`config.mk`:
```
export PLATFORM = sky130hd
export DESIGN_NAME = div32u_seq
export DESIGN_NICKNAME = d
export VERILOG_FILES = /design/src/rtl/div32u_seq.sv
export SDC_FILE = /design/constraint.sdc
export NUM_CORES = 1
export LEC_CHECK = 0
export ABC_AREA = 1
export CAP_MARGIN = 20
export CORE_MARGIN = 5
export CORE_UTILIZATION = 40
export DETAILED_ROUTE_END_ITERATION = 7
export DONT_BUFFER_PORTS = 1
export GPL_ROUTABILITY_DRIVEN = 0
export GPL_TIMING_DRIVEN = 0
export SYNTH_ARGS = -nofsm -noshare
export SYNTH_HDL_FRONTEND = slang
export SYNTH_SLANG_ARGS = --single-unit
```
`constraint.sdc`:
```
create_clock -name clk -period 1.9 [get_ports clk]
set_clock_uncertainty 0.2 [all_clocks]
set_input_delay 0.19 -clock clk [delete_from_list [all_inputs] [get_ports clk]]
set_output_delay 0.19 -clock clk [all_outputs]
set_load 0.05 [all_outputs]
```
`src/rtl/div32u_seq.sv`:
```
// Sequential unsigned 32/16 restoring divider, one quotient bit per cycle, valid/ready on both sides.
// Optional remainder port R is enabled with `define DIV_REM_EN.
module div32u_seq (
  input  logic        clk,
  input  logic        rst_n,
  input  logic        in_valid,
  output logic        in_ready,
  input  logic [31:0] A,
  input  logic [15:0] B,
  output logic        out_valid,
  input  logic        out_ready,
  output logic [15:0] O,
`ifdef DIV_REM_EN
  output logic [15:0] R,
`endif
  output logic        div_by_zero,
  output logic        overflow
);

  localparam int unsigned VW = 16;
  localparam int unsigned CW = 4;

  localparam logic [1:0] S_IDLE = 2'd0;
  localparam logic [1:0] S_BUSY = 2'd1;
  localparam logic [1:0] S_DONE = 2'd2;

  logic [1:0]    state, state_next;
  logic [VW-1:0] div_q;
  logic [VW-1:0] dvd;
  logic [VW-1:0] rem;
  logic [CW-1:0] cnt;

  logic          accept_c;
  logic          zero_c;
  logic          ovf_c;
  logic [VW:0]   trial_c;
  logic          take_c;
  logic [VW-1:0] diff_c;

  // State register
  always_ff @(posedge clk or negedge rst_n) begin
    if (!rst_n) state <= S_IDLE;
    else        state <= state_next;
  end

  // Next state plus the shared compare/subtract for one restoring step
  always_comb begin
    state_next = state;
    accept_c   = 1'b0;
    zero_c     = (B == '0);
    ovf_c      = !zero_c && (A[31:16] >= B);
    trial_c    = {rem, dvd[VW-1]};
    take_c     = (trial_c >= {1'b0, div_q});
    // r < B guarantees t - B fits in 16 bits, so the low half is exact
    diff_c     = trial_c[VW-1:0] - div_q;
    case (state)
      S_IDLE: begin
        if (in_valid) begin
          accept_c   = 1'b1;
          state_next = (zero_c || ovf_c) ? S_DONE : S_BUSY;
        end
      end
      S_BUSY: begin
        if (cnt == '0) state_next = S_DONE;
      end
      S_DONE: begin
        if (out_ready) state_next = S_IDLE;
      end
      default: state_next = S_IDLE;
    endcase
  end

  // Handshake outputs follow the next state so they are registered
  always_ff @(posedge clk or negedge rst_n) begin
    if (!rst_n) begin
      in_ready  <= 1'b1;
      out_valid <= 1'b0;
    end else begin
      in_ready  <= (state_next == S_IDLE);
      out_valid <= (state_next == S_DONE);
    end
  end

  // Datapath: capture on accept, one shift/subtract per BUSY cycle
  always_ff @(posedge clk or negedge rst_n) begin
    if (!rst_n) begin
      div_q       <= '0;
      dvd         <= '0;
      rem         <= '0;
      cnt         <= '0;
      O           <= '0;
      div_by_zero <= 1'b0;
      overflow    <= 1'b0;
    end else if (accept_c) begin
      div_q       <= B;
      dvd         <= A[15:0];
      cnt         <= CW'(VW - 1);
      div_by_zero <= zero_c;
      overflow    <= ovf_c;
      if (zero_c || ovf_c) begin
        O   <= '1;
        rem <= A[15:0];
      end else begin
        O   <= '0;
        rem <= A[31:16];
      end
    end else if (state == S_BUSY) begin
      rem <= take_c ? diff_c : trial_c[VW-1:0];
      O   <= {O[VW-2:0], take_c};
      dvd <= {dvd[VW-2:0], 1'b0};
      cnt <= cnt - CW'(1);
    end
  end

`ifdef DIV_REM_EN
  assign R = rem;
`endif

endmodule
```
==> metrics.log <==
INFO  metric groute.layer.met2.usage = 36.5%
INFO  metric worst-slew-pin-transition = 0.641 ns
INFO  metric cp-end-kind = flop
INFO  metric finalInstanceArea = 0.00699 mm2
INFO  metric cpPeakStageDelay = 0.41 ns
INFO  metric die-height = 123 um
INFO  metric synth-simple-area-share = 32.2%
INFO  metric synth_compound_gate_area_share = 12.6%
INFO  metric violations = hold timing, setup timing
INFO  metric synthesized_flop_and_latch_total = 74
INFO  metric worstHoldPathType = input port to async pin
INFO  metric ctsHoldBuffers = 38
INFO  metric cell_types_occupying_the_most_area_after_synthesis = dfrtp_1, nand2_1, ha_1, inv_1, nand3_1
INFO  metric syn_avg_cell_area = 7.21 um2
INFO  metric fillerInstances = 1130
INFO  metric crit_path_cell_trace = ha_4 -> nand2_1 -> nand2_1 -> inv_1 -> nand2_1 -> nand2_2 -> nand3_4 -> nand2_4 -> nand2_8 -> buf_12 -> clkinv_8 -> a21oi_2 -> nor2_1 -> nor2_1 -> nor2_1
INFO  metric dpl.hpwl = 11.6 mm
INFO  metric pin_count_of_the_biggest_net_entering_global_routing = 75
INFO  metric grt_pass1_wl = 25.5 mm
INFO  metric synth_fa_ha_area_share = 8.49%
INFO  metric yosys_warnings = 0
INFO  metric ys_seq_area_share = 36.4%
INFO  metric gr-usage-met3 = 4.38%
INFO  metric yosysUniqueCellTypes = 46
INFO  metric whs = -0.664 ns
INFO  metric primary_flip_flop_cell_chosen_by_synthesis_mapping = dfrtp_1
INFO  metric post_drt_via_cell_ratio = 5.24
INFO  metric crit_path_max_fanout = 5
INFO  metric n_antenna_cell = 0
INFO  metric number_of_buffers_inserted_during_clock_tree_synthesis = 9
INFO  metric netlist.top_cell.by_area = dfrtp_1
INFO  metric number_of_synthesized_flops_with_an_enable_pin = 0
INFO  metric maxClockFrequency = 428 MHz
INFO  metric die_w = 123 um
INFO  metric cell_depth_of_the_worst_setup_path = 15
INFO  metric met1_usage = 28.2%
INFO  metric finalCritPeriodShare = 123%
INFO  metric setup.worst_path.start_class = flop
INFO  metric io-pin-count = 72
INFO  metric yosys-top-cells-count = nand2_1, inv_1, nor2_1
INFO  metric status = finished, violations left
INFO  metric yosys.area.top_type_share = 35.8%
INFO  metric mappedNetlistNets = 793
INFO  metric critical_path.slowest_cell = dfrtp_1
INFO  metric cp_data_required_time = 1.93 ns
INFO  metric dpl-instance-area = 0.00549 mm2
INFO  metric vias_in_the_first_global_route = 5068
INFO  metric gr-usage-all-layers = 21.9%
INFO  metric layout_min_cycle_time = 2.34 ns
INFO  metric worst-path-buf-inv = 3
INFO  metric finalHoldViolations = 74
INFO  metric portbufs = 0
INFO  metric critical-path-top-delay-family = simple AND/OR/NAND/NOR gates
INFO  metric postRouteWirelength = 16.5 mm
INFO  metric maxSlewViolCount = 0
INFO  metric drt.antenna.violating_nets = 0
INFO  metric synth-async-reset-ratio = 100%
INFO  metric max-slew-margin-rel = 57.3%
INFO  metric cts_tree = built
INFO  metric grt_antenna_before_repair = 0
INFO  metric coreArea = 0.0126 mm2
INFO  metric drtPass1Iterations = 5
INFO  metric design.die.area = 0.0151 mm2
INFO  metric path_clk_slew = 0.06 ns
INFO  metric clk_latency = 0.35 ns
INFO  metric syn_area = 0.00510 mm2
INFO  metric row_count = 41
INFO  metric detail_route.iter0.violations = 352
INFO  metric global_route.overflow_total = 0
INFO  metric htreeDepth = 3
INFO  metric dominant_combinational_cell_family_by_area_after_synthesis = simple AND/OR/NAND/NOR gates
INFO  metric syn-instance-count = 707
INFO  metric global_route.peak_usage_layer = met2
INFO  metric finalNetCount = 888
INFO  metric detail_route.wl_per_cell = 16.8 um
INFO  metric layout_setup_ws = -0.437 ns
INFO  metric yosysMostFrequentCell = nand2_1
INFO  metric effective_utilization_at_floorplan = 40.6%
INFO  metric setup.worst_path.class = flop to flop
INFO  metric areaGrowthSynthToFinish = 37.0%
INFO  metric timing.critical_path.arrival = 2.37 ns
INFO  metric drv.max_cap_violation_count = 0
INFO  metric clk_path_buf_depth = 2
INFO  metric grt_setup_unrepaired = true
INFO  metric setup_viol = 17
INFO  metric synthXorXnorAreaFrac = 0.687%
INFO  metric vias = 5128
INFO  metric drcViolationCount = 0
INFO  metric clockRootBuffer = clkbuf_16
INFO  metric final_layout_size_suffix_gt1_share = 25.9%
INFO  metric rr_worst_depth = 15
INFO  metric synthMuxAreaShare = 0%
INFO  metric clock-sinks = 74
==> worst register-to-register path, stage by stage, from the launching register on <==
cell and delay (ns):
dfrtp_1 0.41, ha_4 0.32, nand2_1 0.05, nand2_1 0.08, inv_1 0.08, nand2_1 0.10, nand2_2 0.09, nand3_4 0.12
nand2_4 0.09, nand2_8 0.13, buf_12 0.16, clkinv_8 0.05, a21oi_2 0.15, nor2_1 0.06, nor2_1 0.08, nor2_1 0.05
==> worst paths after layout <==
check / start / to / slack [ns]
hold / removal: rst_n / div_q[14] / -0.66
setup reg to reg: rem[3] / rem[14] / -0.44
min in group clk: A[26] / rem[10] / 0
hold reg to reg: cnt[2] / cnt[2] / 0.28
max in group asynchronous: rst_n / in_ready / 1.95
setup / recovery: rem[3] / rem[14] / -0.44
==> metrics by stage <==
step           std cells  utilization, %  setup TNS (ns)  setup slack, ns  hold WS [ns]
3_3_place_gp         879            43.7          -10.95           -0.381        -0.303
6_report             979            55.6           -5.91           -0.437        -0.664
4_1_cts              971            53.4           -4.14           -0.341        -0.673
5_1_grt              979            55.6           -7.58           -0.528        -0.677
2_1_floorplan        707               -          -0.600          -0.0732        -0.306
3_5_place_dp         879            43.7          -12.66           -0.424        -0.304
==> sequential cells by signal, summed over array words and instances, names as in the netlist <==
| register | cells |
|---|---|
| out_valid | 1 |
| dvd | 16 |
| rem | 16 |
| in_ready | 1 |
| div_by_zero | 1 |
| state | 2 |
| cnt | 4 |
| overflow | 1 |
| O | 16 |
| div_q | 16 |
==> per-layer routing <==
layer,up-vias,wire (um)
met5,-,0
met4,0,451
met3,35,1020
met2,191,7960
met1,2410,7070
li1,2492,-
==> area by class of cell <==
class	instances	area, um2	share of cell area (%)
buffer	26	190	2.72
clock buffer	10	229	3.28
clock inverter	6	66.3	0.949
inverter	95	377	5.39
multi-input combinational	512	3290	47.1
sequential	74	1860	26.6
tap	172	215	3.08
timing repair buffer	84	763	10.9
==> placed cells by master (no fill, tap or decap), drive strengths merged <==
master | Yosys | routed
and2 | 3 | 3
nor3 | 2 | 2
o221ai | 2 | 2
fa | 1 | 1
and3 | 1 | 1
inv | 95 | 94
dfrtp | 73 | 73
nand4 | 13 | 13
nand3 | 67 | 67
nor2 | 84 | 84
buf | 16 | 60
o311ai | 5 | 5
a22oi | 1 | 1
o21ai | 57 | 57
nand3b | 9 | 9
a21oi | 32 | 32
nand2 | 184 | 184
clkbuf | 10 | 22
o21a | 2 | 2
dfstp | 1 | 1
dlygate4sd3 | 0 | 38
xor2 | 1 | 1
clkinv | 0 | 3
a22o | 1 | 1
or2 | 2 | 2
o211ai | 7 | 7
clkinvlp | 0 | 3
nor4 | 1 | 1
xnor2 | 3 | 3
bufinv | 0 | 1
ha | 33 | 33
o22ai | 1 | 1
==> kinds of logic (layout without fill, tap and decap cells) <==
| logic type | Yosys count | in the layout |
|---|---|---|
| AOI/OAI and AO/OA | 108 | 108 |
| xor gates and xnor gates | 4 | 4 |
| adders and majority gates | 34 | 34 |
| buffers and inverters | 121 | 221 |
| DFF | 74 | 74 |
| and+or+nand+nor | 366 | 366 |
==> what timing repair did <==
item	CTS	global route
setup buffers	36	9
pin swaps	27	26
gates resized for setup	75	58
endpoints found under the setup margin	69	50
endpoints found under the hold margin	119	74
gates cloned	2	1
Power is left out: the tool's default activity adds up to more than one toggle a clock period on the data nets, which glitch-free logic cannot reach.
